### src/rtl/uart_pkg.sv
`default_nettype none
// ============================================================================
// uart_pkg : shared state encoding and default frame shape for uart_tx_arbiter
// Rev 1.0
// ============================================================================
package uart_pkg;

  localparam int unsigned c_OVERSAMPLE = 16;
  localparam int unsigned c_DATA_BITS  = 8;

  typedef enum logic [1:0] {
    IDLE  = 2'd0,
    START = 2'd1,
    DATA  = 2'd2,
    STOP  = 2'd3
  } tx_state_e;

endpackage
`default_nettype wire

### src/rtl/uart_tx_serializer.sv
`default_nettype none
// ============================================================================
// uart_tx_serializer : bit timing and LSB-first shift of one UART frame
// Rev 1.0
// ============================================================================
module uart_tx_serializer
  import uart_pkg::*;
#(
  parameter int unsigned OVERSAMPLE = c_OVERSAMPLE,
  parameter int unsigned DATA_BITS  = c_DATA_BITS
) (
  input  logic                 clk,
  input  logic                 rst,
  input  logic                 start,
  input  logic [DATA_BITS-1:0] data,
  input  logic                 tick,
  output logic                 tx,
  output logic                 bit_done,
  output logic                 done
);

  localparam int unsigned CW    = ($clog2(OVERSAMPLE) < 4) ? 4 : $clog2(OVERSAMPLE);
  localparam int unsigned NBITS = DATA_BITS + 2;
  localparam int unsigned IW    = $clog2(NBITS);

  localparam logic [CW-1:0] c_CNT_LAST  = CW'(OVERSAMPLE - 1);
  localparam logic [IW-1:0] c_IDX_STOP  = IW'(NBITS - 1);
  localparam logic [IW-1:0] c_IDX_LASTD = IW'(DATA_BITS);

  logic [DATA_BITS-1:0] shift_q;
  logic [CW-1:0]        tick_cnt_q;
  logic [IW-1:0]        bit_idx_q;
  logic                 active_q;
  logic                 tx_q;
  logic                 w_bit_end;

  assign w_bit_end = active_q && tick && (tick_cnt_q == c_CNT_LAST);
  assign bit_done  = w_bit_end;
  assign done      = w_bit_end && (bit_idx_q == c_IDX_STOP);
  assign tx        = tx_q;

  // bit_idx_q: 0 = start bit, 1..DATA_BITS = payload, DATA_BITS+1 = stop bit.
  // start wins over tick, so a tick on the load cycle never counts.
  always_ff @(posedge clk or negedge rst) begin
    if (!rst) begin
      shift_q    <= '0;
      tick_cnt_q <= '0;
      bit_idx_q  <= '0;
      active_q   <= 1'b0;
      tx_q       <= 1'b1;
    end else if (start) begin
      shift_q    <= data;
      tick_cnt_q <= '0;
      bit_idx_q  <= '0;
      active_q   <= 1'b1;
      tx_q       <= 1'b0;
    end else if (active_q && tick) begin
      if (tick_cnt_q == c_CNT_LAST) begin
        tick_cnt_q <= '0;
        if (bit_idx_q < c_IDX_LASTD) begin
          tx_q    <= shift_q[0];
          shift_q <= shift_q >> 1;
        end else begin
          tx_q <= 1'b1;
        end
        if (bit_idx_q == c_IDX_STOP) begin
          active_q  <= 1'b0;
          bit_idx_q <= '0;
        end else begin
          bit_idx_q <= bit_idx_q + 1'b1;
        end
      end else begin
        tick_cnt_q <= tick_cnt_q + 1'b1;
      end
    end
  end

endmodule
`default_nettype wire

### src/rtl/uart_tx_arbiter.sv
`default_nettype none
// ============================================================================
// uart_tx_arbiter : round-robin arbitration of two byte requesters onto one UART TX line
// Rev 1.0
// ============================================================================
module uart_tx_arbiter
  import uart_pkg::*;
#(
  parameter int unsigned OVERSAMPLE = c_OVERSAMPLE,
  parameter int unsigned DATA_BITS  = c_DATA_BITS
) (
  input  logic                 clk,
  input  logic                 rst,
  input  logic                 tick,
  input  logic                 req0_valid,
  input  logic [DATA_BITS-1:0] req0_data,
  output logic                 req0_ready,
  input  logic                 req1_valid,
  input  logic [DATA_BITS-1:0] req1_data,
  output logic                 req1_ready,
  output logic                 tx,
  output logic                 busy,
  output logic                 grant_id
);

  localparam int unsigned BW = (DATA_BITS > 1) ? $clog2(DATA_BITS) : 1;
  localparam logic [BW-1:0] c_LAST_BIT = BW'(DATA_BITS - 1);

  tx_state_e            state_q;
  logic [BW-1:0]        data_cnt_q;
  logic                 prio_q;
  logic                 grant_id_q;
  logic                 req0_ready_q;
  logic                 req1_ready_q;
  logic                 w_accept;
  logic                 w_pick;
  logic [DATA_BITS-1:0] w_data;
  logic                 w_bit_done;
  logic                 w_frame_done;

  // A lone requester wins outright; on a tie prio_q names the favoured one.
  assign w_accept = (state_q == IDLE) && (req0_valid || req1_valid);
  assign w_pick   = (req0_valid && req1_valid) ? prio_q : req1_valid;
  assign w_data   = w_pick ? req1_data : req0_data;

  always_ff @(posedge clk or negedge rst) begin
    if (!rst) begin
      state_q      <= IDLE;
      data_cnt_q   <= '0;
      prio_q       <= 1'b0;
      grant_id_q   <= 1'b0;
      req0_ready_q <= 1'b0;
      req1_ready_q <= 1'b0;
    end else begin
      req0_ready_q <= 1'b0;
      req1_ready_q <= 1'b0;
      case (state_q)
        IDLE: begin
          if (w_accept) begin
            state_q      <= START;
            grant_id_q   <= w_pick;
            prio_q       <= ~w_pick;
            req0_ready_q <= ~w_pick;
            req1_ready_q <= w_pick;
          end
        end
        START: begin
          if (w_bit_done) begin
            state_q    <= DATA;
            data_cnt_q <= '0;
          end
        end
        DATA: begin
          if (w_bit_done) begin
            if (data_cnt_q == c_LAST_BIT) begin
              state_q <= STOP;
            end else begin
              data_cnt_q <= data_cnt_q + 1'b1;
            end
          end
        end
        STOP: begin
          if (w_frame_done) begin
            state_q <= IDLE;
          end
        end
        default: state_q <= IDLE;
      endcase
    end
  end

  assign req0_ready = req0_ready_q;
  assign req1_ready = req1_ready_q;
  assign grant_id   = grant_id_q;
  assign busy       = (state_q != IDLE);

  uart_tx_serializer #(
    .OVERSAMPLE (OVERSAMPLE),
    .DATA_BITS  (DATA_BITS)
  ) u_serializer (
    .clk      (clk),
    .rst      (rst),
    .start    (w_accept),
    .data     (w_data),
    .tick     (tick),
    .tx       (tx),
    .bit_done (w_bit_done),
    .done     (w_frame_done)
  );

endmodule
`default_nettype wire

### config.mk
export PLATFORM = sky130hd
export DESIGN_NAME = uart_tx_arbiter
export DESIGN_NICKNAME = d
export VERILOG_FILES = /design/src/rtl/uart_pkg.sv /design/src/rtl/uart_tx_serializer.sv /design/src/rtl/uart_tx_arbiter.sv
export SDC_FILE = /design/constraint.sdc
export NUM_CORES = 1
export LEC_CHECK = 0
export CORE_AREA = 2 2 62 58
export DETAILED_ROUTE_END_ITERATION = 7
export DIE_AREA = 0 0 64 60
export GPL_TIMING_DRIVEN = 0
export PLACE_DENSITY = 0.73
export REMOVE_ABC_BUFFERS = 1
export SETUP_SLACK_MARGIN = 0.1
export SYNTH_ARGS = -nofsm -noshare
export SYNTH_HDL_FRONTEND = slang
export SYNTH_SLANG_ARGS = --single-unit
### constraint.sdc
create_clock -name clk -period 1.7 [get_ports clk]
set_clock_uncertainty 0.1 [all_clocks]
set_input_delay 0.34 -clock clk [delete_from_list [all_inputs] [get_ports clk]]
set_output_delay 0.34 -clock clk [all_outputs]
set_load 0.03 [all_outputs]
==> results of run 1 <==
per-layer routing:
layer  track usage (%)  up-vias  wire length, µm  share of wire (%)
met5                 0        -                0                  0
met4             8.075        0               48                1.5
met3             3.013        5              230                7.2
met2             35.12       46             1734                 54
met1             19.86      592             1202                 37
li1                  -      592                -                  -
worst max-delay path: cells and delay by family, from the launching register on:
kind                     cells  cell delay (ns)
AO/OA/AOI/OAI                2             0.39
adder cells (fa/ha/maj)      1             0.20
flip-flops                   1             0.42
multiplexers                 1             0.31
AND/OR/NAND/NOR              1             0.20
flip-flops by register name, indices dropped and copies added (netlist names), 2 cells and up:
signal / count
u_serializer.shift_q: 8
data_cnt_q: 3
u_serializer.bit_idx_q: 4
u_serializer.tick_cnt_q: 4
state_q: 2
kinds of logic after synthesis:
| group | Yosys count |
|---|---|
| AND/OR/NAND/NOR | 41 |
| AO/OA/AOI/OAI | 49 |
| XOR/XNOR | 1 |
| flip-flops | 27 |
| buffers and inverters | 11 |
| multiplexers | 2 |
| adder cells (fa/ha/maj) | 9 |
synthesized netlist by cell type:
library cell	count	area share, %
a21o_1	3	1.6
a21oi_1	18	6.3
a21oi_2	2	1.2
a222oi_1	7	4.9
a22oi_1	3	1.6
and2_1	1	0.44
and3_2	1	0.53
and3b_4	1	0.88
buf_2	2	0.70
buf_4	1	0.53
dfrtp_1	26	46
dfstp_2	1	1.8
ha_1	9	7.9
inv_1	8	2.1
mux2_4	1	1.1
mux2i_1	1	0.70
nand2_1	13	3.4
nand2_2	1	0.44
nand3_1	1	0.35
nand3_2	1	0.70
nor2_1	16	4.2
nor3_1	3	1.1
nor4_1	1	0.44
o211a_4	1	1.2
o21ai_0	7	2.5
o21ai_1	1	0.35
o221ai_2	1	1.1
o2bb2a_1	1	0.70
o2bb2ai_1	3	1.8
o311ai_0	1	0.62
o31ai_4	1	1.5
or3_1	2	0.88
xor2_1	1	0.62
cell type report:
class	instances	area, µm²	share of cell area [%]
inverters	8	30.03	1.532
multi-input cells	102	834.6	42.57
flip-flops and latches	27	676.9	34.52
repair buffers	36	337.8	17.23
clock buffers	4	26.28	1.340
well taps	44	55.05	2.808
where the power goes:
group	switching [mW]	total (mW)	internal, mW
combinational	0.690	1.33	0.644
sequential	0.142	0.974	0.833
clock	0.192	0.284	0.0924
total	1.02	2.59	1.57
repair_timing:
item,CTS,global route
gates resized for setup,24,19
hold buffers,0,0
buffers inserted,8,3
pin swaps,2,3
setup endpoints to repair,30,50
worst paths after layout:
kind / slack, ns / to / from / cells after the start
max in group asynchronous: 0.64 / req1_ready$_DFF_PN0_ / rst / 1
worst max-delay path: -0.01 / state_q[1]$_DFFE_PN0P_ / u_serializer.bit_idx_q[0]$_DFFE_PN0P_ / 5
min in group clk: 0.39 / grant_id$_DFFE_PN0P_ / grant_id$_DFFE_PN0P_ / 1
worst min-delay path: 0.13 / u_serializer.tick_cnt_q[2]$_DFFE_PN0P_ / rst / 1
worst max register to register: -0.01 / state_q[1]$_DFFE_PN0P_ / u_serializer.bit_idx_q[0]$_DFFE_PN0P_ / 5
worst min register to register: 0.39 / grant_id$_DFFE_PN0P_ / grant_id$_DFFE_PN0P_ / 1
per-stage QoR:
stage	worst slack (ns)	hold WS (ns)	instance area [µm²]	cells	power, mW
floorplan	-0.01101	-0.05559	1405	137	1.677
global placement	-0.6640	0.3632	1710	206	1.928
detailed placement	-0.6970	0.3663	1710	206	1.979
CTS	-0.1087	0.3926	1862	218	2.470
global route	-0.04964	0.2327	1961	221	2.794
finish	-0.01364	0.1298	1961	221	2.592
==> flow_metrics.tcl, run 1 <==
set metrics [dict create \
    outcome "finished with violations" \
    violations "setup timing" \
    cts_max_path_buffers 2 \
    netlist_area_mm2 0.001423 \
    synthXorXnorAreaFrac_pct 0.6157 \
    die_height_um 60 \
    power.leakage_nw 0.8053 \
    die_area_mm2 0.003840 \
    slowest_stage "dfrtp_1" \
    crit_fanout 2 \
    rsz0062_at_grt "yes" \
    place.gp.congestion 0.7276 \
    crit_required_ns 1.85 \
    peakVddDrop_uv 990.1 \
    synthCells 140 \
    max_freq_mhz 583.6 \
    htreeDepth 1 \
    die_x_um 64 \
    finalCritPeriodShare_pct 100.8 \
    worstPathCellList "ha_2 > and3b_4 > o211a_4 > o221ai_4 > mux2_4" \
    synth-compound-area-share_pct 25.42 \
    routed_via_density 5.588 \
    ant_nets 0 \
    final_hold_viol_count 0 \
    avgSynthCellArea_um2 10.16 \
    min_path_type "input pin to asynchronous set/reset pin" \
    crit_path_max_incr_delay_ns 0.42 \
    synth-seq-cells 27 \
    drive_gt1_share_pct 24.29 \
    layout_setup_ws_ns -0.01364 \
    arrival_ns 1.86 \
    drc_errors 0 \
    synth_mux_area_share_pct 1.759 \
    endpoint_kind "flip-flop" \
    diodes 0 \
    power.density_mw_per_mm2 1322 \
    grt_overflow 0 \
    clk_pin_slew_ns 0.15 \
    grt_pass1_vias 1226 \
    io_pins 26 \
    core_area_mm2 0.003228 \
    post-dp-hpwl_um 2230 \
    final_cell_mix "dfrtp_1 (26), clkdlybuf4s50_1 (19), a21oi_1 (17), nand2_1 (13), nor2_1 (13)" \
    vias 1235 \
    grt_pass1_wl_um 5306 \
    yosys.cell_types.count 33 \
    nNetsFinal 208 \
    synth_top_family_by_area "compound AO/OA/AOI/OAI gates" \
    path_class "flip-flop to flip-flop" \
    drv_cap 0 \
    grt_usage_pct 18.25 \
    fillers 266 \
    grt_max_degree 28 \
    root_buffer "clkbuf_4" \
    areaGrowthSynthToFinish_pct 37.82 \
    drt_wl_total_um 3216 \
    startpoint_type "flip-flop" \
    synth_warnings 0 \
    maxSlewViolCount 0 \
    antenna_found_initial 0 \
    start_util_pct 44.07 \
    seq_area_frac_synth_pct 47.58 \
    clock-sinks 27 \
    final_common_cell "dfrtp_1" \
    synth-simple-area-share_pct 13.37 \
    min_period_ns 1.714 \
    drt-pass1-iter-count 4 \
    rows 20 \
    clk_latency_ns 0.34 \
    wl_per_cell_um 14.55 \
    cts_tree "yes" \
    port_buffers 25 \
    cts_buffers 3 \
    relSlewSlack_pct 18.93 \
    tightest_slew_ns 1.214 \
    fin_tns_setup_ns -0.01518 \
    setup_viol 2 \
    initialDrtViolationCount 57 \
    synth_adder_area_share_pct 7.916 \
    final_util_pct 60.74 \
]
No activity file was read; power rests on OpenSTA's default activity.
==> run 2: changes to the inputs <==
--- a/config.mk
+++ b/config.mk
@@ -5,13 +5,14 @@
 export SDC_FILE = /design/constraint.sdc
 export NUM_CORES = 1
 export LEC_CHECK = 0
-export CORE_AREA = 2 2 62 58
+export CORE_AREA = 5 5 65 61
 export DETAILED_ROUTE_END_ITERATION = 7
-export DIE_AREA = 0 0 64 60
+export DIE_AREA = 0 0 70 66
 export GPL_TIMING_DRIVEN = 0
 export PLACE_DENSITY = 0.73
 export REMOVE_ABC_BUFFERS = 1
 export SETUP_SLACK_MARGIN = 0.1
+export SLEW_MARGIN = 10
 export SYNTH_ARGS = -nofsm -noshare
 export SYNTH_HDL_FRONTEND = slang
 export SYNTH_SLANG_ARGS = --single-unit
==> run 2 against run 1 <==
Compared with the run above: the run still ends with setup timing left; highest routed layer unchanged; cell count is 5.9% higher; power is 7.3% higher; largest cell class unchanged; first-iteration DRC count is 33% higher; clock power hardly changed; die area is 20% higher; setup slack better by 0.0011 ns; critical endpoint unchanged; core utilization is 3.3 points higher; register-to-register slack hardly changed; hold slack better by 0.26 ns; maximum frequency hardly changed; non-clock buffer count is 11 higher; critical path depth is 1 higher.
==> flow_metrics.tcl, run 2 (same netlist as run 1, synthesis figures left out) <==
set metrics [dict create \
    final_hold_viol_count 0 \
    power.density_mw_per_mm2 1335 \
    root_buffer "clkbuf_4" \
    grt_pass1_wl_um 6092 \
    rows 20 \
    io_pins 26 \
    largest-register "u_serializer.shift_q" \
    fin_area_mm2 0.002083 \
    wl_per_cell_um 16.08 \
    ant_nets 0 \
    violations "setup timing" \
    cts_max_path_buffers 2 \
    crit_fanout 2 \
    drive_gt1_share_pct 31.05 \
    die_height_um 66 \
    clk_latency_ns 0.32 \
    die_x_um 70 \
    power.leakage_nw 0.8615 \
    worstPathCellList "inv_2 > ha_4 > and3b_4 > o211a_4 > o221ai_4 > mux2_4" \
    grt_pass1_vias 1416 \
    outcome "finished with violations" \
    post-dp-hpwl_um 2357 \
    startpoint_type "flip-flop" \
    final_util_pct 64.04 \
    worst_hold_slack_ns 0.3878 \
    peakVddDrop_uv 773.7 \
    seq_area_um2 676.9 \
    fillers 275 \
    drt_wl_total_um 3763 \
    initialDrtViolationCount 76 \
    relSlewSlack_pct 59.78 \
    layout_setup_ws_ns -0.01250 \
    top_regs "u_serializer.shift_q: 8 flops, u_serializer.bit_idx_q: 4 flops, u_serializer.tick_cnt_q: 4 flops" \
    clock-sinks 27 \
    cts_tree "yes" \
    setup_viol 2 \
    slowest_stage "dfrtp_1" \
    core_area_mm2 0.003253 \
    final_common_cell "dfrtp_1" \
    min_period_ns 1.712 \
    grt_max_degree 28 \
    finalCritPeriodShare_pct 100.7 \
    place.gp.congestion 0.7606 \
    dp_cells 206 \
    multi_input_area_um2 890.9 \
    areaGrowthSynthToFinish_pct 46.44 \
    crit_path_max_incr_delay_ns 0.40 \
    min_path_type "flip-flop to flip-flop" \
    drc_errors 0 \
    dpl-instance-area_mm2 0.001710 \
    drt-pass1-iter-count 4 \
    rsz0062_at_grt "yes" \
    max_freq_mhz 583.9 \
    final_cell_mix "dfrtp_1 (26), buf_4 (19), a21oi_1 (17), clkdlybuf4s50_1 (17), nor2_1 (14)" \
    crit_required_ns 1.83 \
    endpoint_kind "flip-flop" \
    cts_buffers 3 \
    finalNonFillerCells 234 \
    vias 1332 \
    grt_overflow 0 \
    largest_reg_flops 8 \
    fin_total_pwr_mw 2.782 \
    start_util_pct 43.73 \
    arrival_ns 1.84 \
    drv_cap 0 \
    port_buffers 25 \
    maxSlewViolCount 0 \
    htreeDepth 1 \
    clk_pin_slew_ns 0.15 \
    antenna_found_initial 0 \
    grt_usage_pct 16.36 \
    diodes 0 \
    die_area_mm2 0.004620 \
    tightest_slew_ns 0.6033 \
    path_class "flip-flop to flip-flop" \
    nNetsFinal 221 \
    routed_via_density 5.692 \
]
run 2: final cells by class:
type / instances / share of cell area, %
Multi-Input combinational cell: 104 / 42.76
Sequential cell: 27 / 32.49
Timing Repair Buffer: 47 / 19.40
Tap cell: 44 / 2.643
Inverter: 8 / 1.441
Clock buffer: 4 / 1.261
run 2: critical path, delay by kind of cell, from the launching register on:
| kind | cells | cell delay (ns) |
|---|---|---|
| AOI/OAI and AO/OA | 2 | 0.39 |
| adders and majority gates | 1 | 0.16 |
| buffers and inverters | 1 | 0.06 |
| DFF | 1 | 0.40 |
| muxes | 1 | 0.32 |
| and+or+nand+nor | 1 | 0.19 |
run 2: through the flow:
stage | worst slack [ns] | TNS [ns]
after floorplan | -0.01101 | -0.01551
after global routing | -0.06643 | -0.1392
after global placement | -0.6449 | -12.95
after detailed placement | -0.6727 | -14.51
final | -0.01250 | -0.01984
after CTS | -0.07692 | -0.08141
run 2: routing by layer:
layer  wire (µm)  global-route usage (%)
met2        1971                   29.95
met4          75                   8.134
met1        1541                   18.27
met3         175                   3.040
met5           0                       0
run 2: power breakdown:
group | internal, mW | leakage (nW) | switching [mW]
Clock | 0.0918 | 0.0150 | 0.194
Sequential | 0.832 | 0.334 | 0.137
Combinational | 0.735 | 0.512 | 0.791
Total | 1.66 | 0.861 | 1.12
run 2: repair_timing:
| action | in CTS | in global routing |
|---|---|---|
| buffers inserted | 14 | 7 |
| gates resized for setup | 35 | 18 |
| hold endpoints to repair | 0 | 26 |
| setup endpoints to repair | 30 | 23 |
| pin swaps | 7 | 16 |
| hold buffers | 0 | 1 |
| cloned | 2 | 0 |
run 2: final timing paths:
check                                                      start  cells past startpoint  slack, ns                         to
max reg2reg                u_serializer.bit_idx_q[1]$_DFFE_PN0P_                      6      -0.01     state_q[1]$_DFFE_PN0P_
max                        u_serializer.bit_idx_q[1]$_DFFE_PN0P_                      6      -0.01     state_q[1]$_DFFE_PN0P_
min reg2reg                                 grant_id$_DFFE_PN0P_                      1       0.39       grant_id$_DFFE_PN0P_
max in group asynchronous                                    rst                      2       0.67       req1_ready$_DFF_PN0_
min                                         grant_id$_DFFE_PN0P_                      1       0.39       grant_id$_DFFE_PN0P_
min in group asynchronous                                    rst                      2       0.43  data_cnt_q[2]$_DFFE_PN0P_
==> run 3: changes to the inputs <==
--- a/config.mk
+++ b/config.mk
@@ -5,11 +5,11 @@
 export SDC_FILE = /design/constraint.sdc
 export NUM_CORES = 1
 export LEC_CHECK = 0
-export CORE_AREA = 5 5 65 61
+export CORE_AREA = 5 5 60 57
 export DETAILED_ROUTE_END_ITERATION = 7
-export DIE_AREA = 0 0 70 66
+export DIE_AREA = 0 0 65 62
 export GPL_TIMING_DRIVEN = 0
-export PLACE_DENSITY = 0.73
+export PLACE_DENSITY = 0.8
 export REMOVE_ABC_BUFFERS = 1
 export SETUP_SLACK_MARGIN = 0.1
 export SLEW_MARGIN = 10
==> constraint.sdc (replaced) <==
create_clock -name clk -period 2 [get_ports clk]
set_clock_uncertainty 0.1 [all_clocks]
set_input_delay 0.4 -clock clk [delete_from_list [all_inputs] [get_ports clk]]
set_output_delay 0.4 -clock clk [all_outputs]
set_load 0.03 [all_outputs]
==> run 3 against run 2 <==
Compared with the run above: combinational power fell by 39%; hold slack improved by 0.016 ns; setup slack improved by 0.18 ns; power fell by 28%; flip-flop and latch count did not move; the flow now finishes without violations; clock-buffer cell count fell by 1; non-clock buffer count fell by 19; largest power group unchanged; sequential power fell by 15%.
==> flow_metrics.tcl, run 3 (same netlist as run 1, synthesis figures left out) <==
set metrics [dict create \
    path_class "flip-flop to output pin" \
    min_period_ns 1.833 \
    htreeDepth 1 \
    clk_pin_slew_ns 0.14 \
    drc_errors 0 \
    wl_per_cell_um 15.23 \
    power.density_mw_per_mm2 1128 \
    final_hold_viol_count 0 \
    cts_buffers 3 \
    final_cell_mix "dfrtp_1 (25), clkdlybuf4s50_1 (20), a21oi_1 (18), nor2_1 (15), nand2_1 (13)" \
    power.leakage_nw 0.7590 \
    diodes 0 \
    clock-sinks 27 \
    endpoint_kind "output pin" \
    initialDrtViolationCount 80 \
    maxSlewViolCount 0 \
    setup_viol 0 \
    max_freq_mhz 545.4 \
    drive_gt1_share_pct 14.20 \
    areaGrowthSynthToFinish_pct 24.45 \
    post-dp-hpwl_um 2239 \
    clk_latency_ns 0.33 \
    ant_nets 0 \
    start_util_pct 53.08 \
    antenna_found_initial 0 \
    nNetsFinal 200 \
    dp_cells 192 \
    final_common_cell "dfrtp_1" \
    grt_overflow 0 \
    grt_pass1_wl_um 5106 \
    worstPathCellList "clkdlybuf4s50_1" \
    largest-register "u_serializer.shift_q" \
    slowest_stage "clkdlybuf4s50_1" \
    finalNonFillerCells 199 \
    core_area_mm2 0.002680 \
    rsz0062_at_grt "no" \
    root_buffer "clkbuf_4" \
    worst_hold_slack_ns 0.4042 \
    layout_setup_ws_ns 0.1665 \
    min_path_type "flip-flop to flip-flop" \
    arrival_ns 1.33 \
    drt_wl_total_um 3030 \
    io_pins 26 \
    crit_required_ns 1.50 \
    grt_max_degree 28 \
    path_buf_inv 1 \
    crit_path_max_incr_delay_ns 0.66 \
    finalCritPeriodShare_pct 91.67 \
    fin_tns_setup_ns 0 \
    drv_cap 0 \
    grt_pass1_vias 1178 \
    pre_cts_ws_ns -0.5430 \
    crit_fanout 1 \
    grt_usage_pct 16.76 \
    rows 18 \
    largest_reg_flops 8 \
    dpl-instance-area_mm2 0.001693 \
    relSlewSlack_pct 57.79 \
    die_x_um 65 \
    place.gp.congestion 0.7357 \
    routed_via_density 5.869 \
    cts_tree "yes" \
    die_area_mm2 0.004030 \
    tightest_slew_ns 0.6308 \
    drt-pass1-iter-count 7 \
    outcome "complete, no violations" \
    port_buffers 25 \
    die_height_um 62 \
    cp_top_family "buffers and inverters" \
    vias 1168 \
    peakVddDrop_uv 832.6 \
    startpoint_type "flip-flop" \
    top_regs "u_serializer.shift_q: 8 flops, u_serializer.bit_idx_q: 4 flops, u_serializer.tick_cnt_q: 4 flops" \
    fin_area_mm2 0.001770 \
    cts_max_path_buffers 2 \
]
==> run 3: changes by cell type in the layout (fill, tap and decap cells not counted), moves of 3 or more <==
cell	change
a21oi_4	-3
buf_4	-18
clkdlybuf4s50_1	+3
dlygate4sd2_1	-3
ha_1	+5
ha_4	-3
==> run 3: report_power, final <==
group	switching (mW)	total (mW)	internal [mW]	leakage, nW
sequential	0.118	0.827	0.709	0.333
clock	0.163	0.240	0.0766	0.0139
combinational	0.498	0.930	0.433	0.412
==> run 3: cell type report <==
| cell class | instances | area, µm² |
|---|---|---|
| clock inverters | 1 | 7.507 |
| flip-flops and latches | 27 | 678.2 |
| inverters | 8 | 30.03 |
| fillers | 212 | 909.6 |
| clock buffers | 3 | 22.52 |
| multi-input cells | 102 | 716.9 |
| well taps | 30 | 37.54 |
| repair buffers | 28 | 277.8 |
==> run 3: final timing paths <==
path	startpoint	endpoint	slack [ns]	cells after the start
max	req1_ready$_DFF_PN0_	req1_ready	0.17	1
min	u_serializer.tx$_DFFE_PN1P_	u_serializer.tx$_DFFE_PN1P_	0.40	2
max reg2reg	u_serializer.tick_cnt_q[0]$_DFFE_PN0P_	state_q[1]$_DFFE_PN0P_	0.17	5
min reg2reg	u_serializer.tx$_DFFE_PN1P_	u_serializer.tx$_DFFE_PN1P_	0.40	2
max in group asynchronous	rst	u_serializer.tick_cnt_q[0]$_DFFE_PN0P_	0.91	2
min in group asynchronous	rst	u_serializer.tick_cnt_q[1]$_DFFE_PN0P_	0.48	2
==> run 3: worst register-to-register path, delay by kind of cell (launching register included) <==
kind	cells	cell delay, ns
DFF	1	0.46
AOI/OAI and AO/OA	2	0.32
muxes	1	0.32
and+or+nand+nor	1	0.27
adders and majority gates	1	0.25
==> run 3: what timing repair did <==
item | in CTS | in global routing
hold endpoints to repair | 0 | 26
endpoints found under the setup margin | 12 | 14
pin swaps | 0 | 1
hold buffers | 0 | 1
buffers inserted | 0 | 2
gates resized for setup | 9 | 5
==> run 3: per-layer routing <==
| layer | part of all wire, % | track usage (%) | vias up |
|---|---|---|---|
| met3 | 5.7 | 4.496 | 4 |
| met1 | 42 | 18.04 | 561 |
| met2 | 51 | 32.07 | 32 |
| met5 | 0 | 0 | - |
| met4 | 1.3 | 6.325 | 0 |
| li1 | - | - | 571 |
==> run 3: through the flow <==
step / util [%] / power [mW]
3_3_place_gp: 63.17 / 1.637
4_1_cts: 64.85 / 1.953
3_5_place_dp: 63.17 / 1.683
6_report: 66.06 / 1.997
2_1_floorplan: - / 1.426
5_1_grt: 66.06 / 2.161
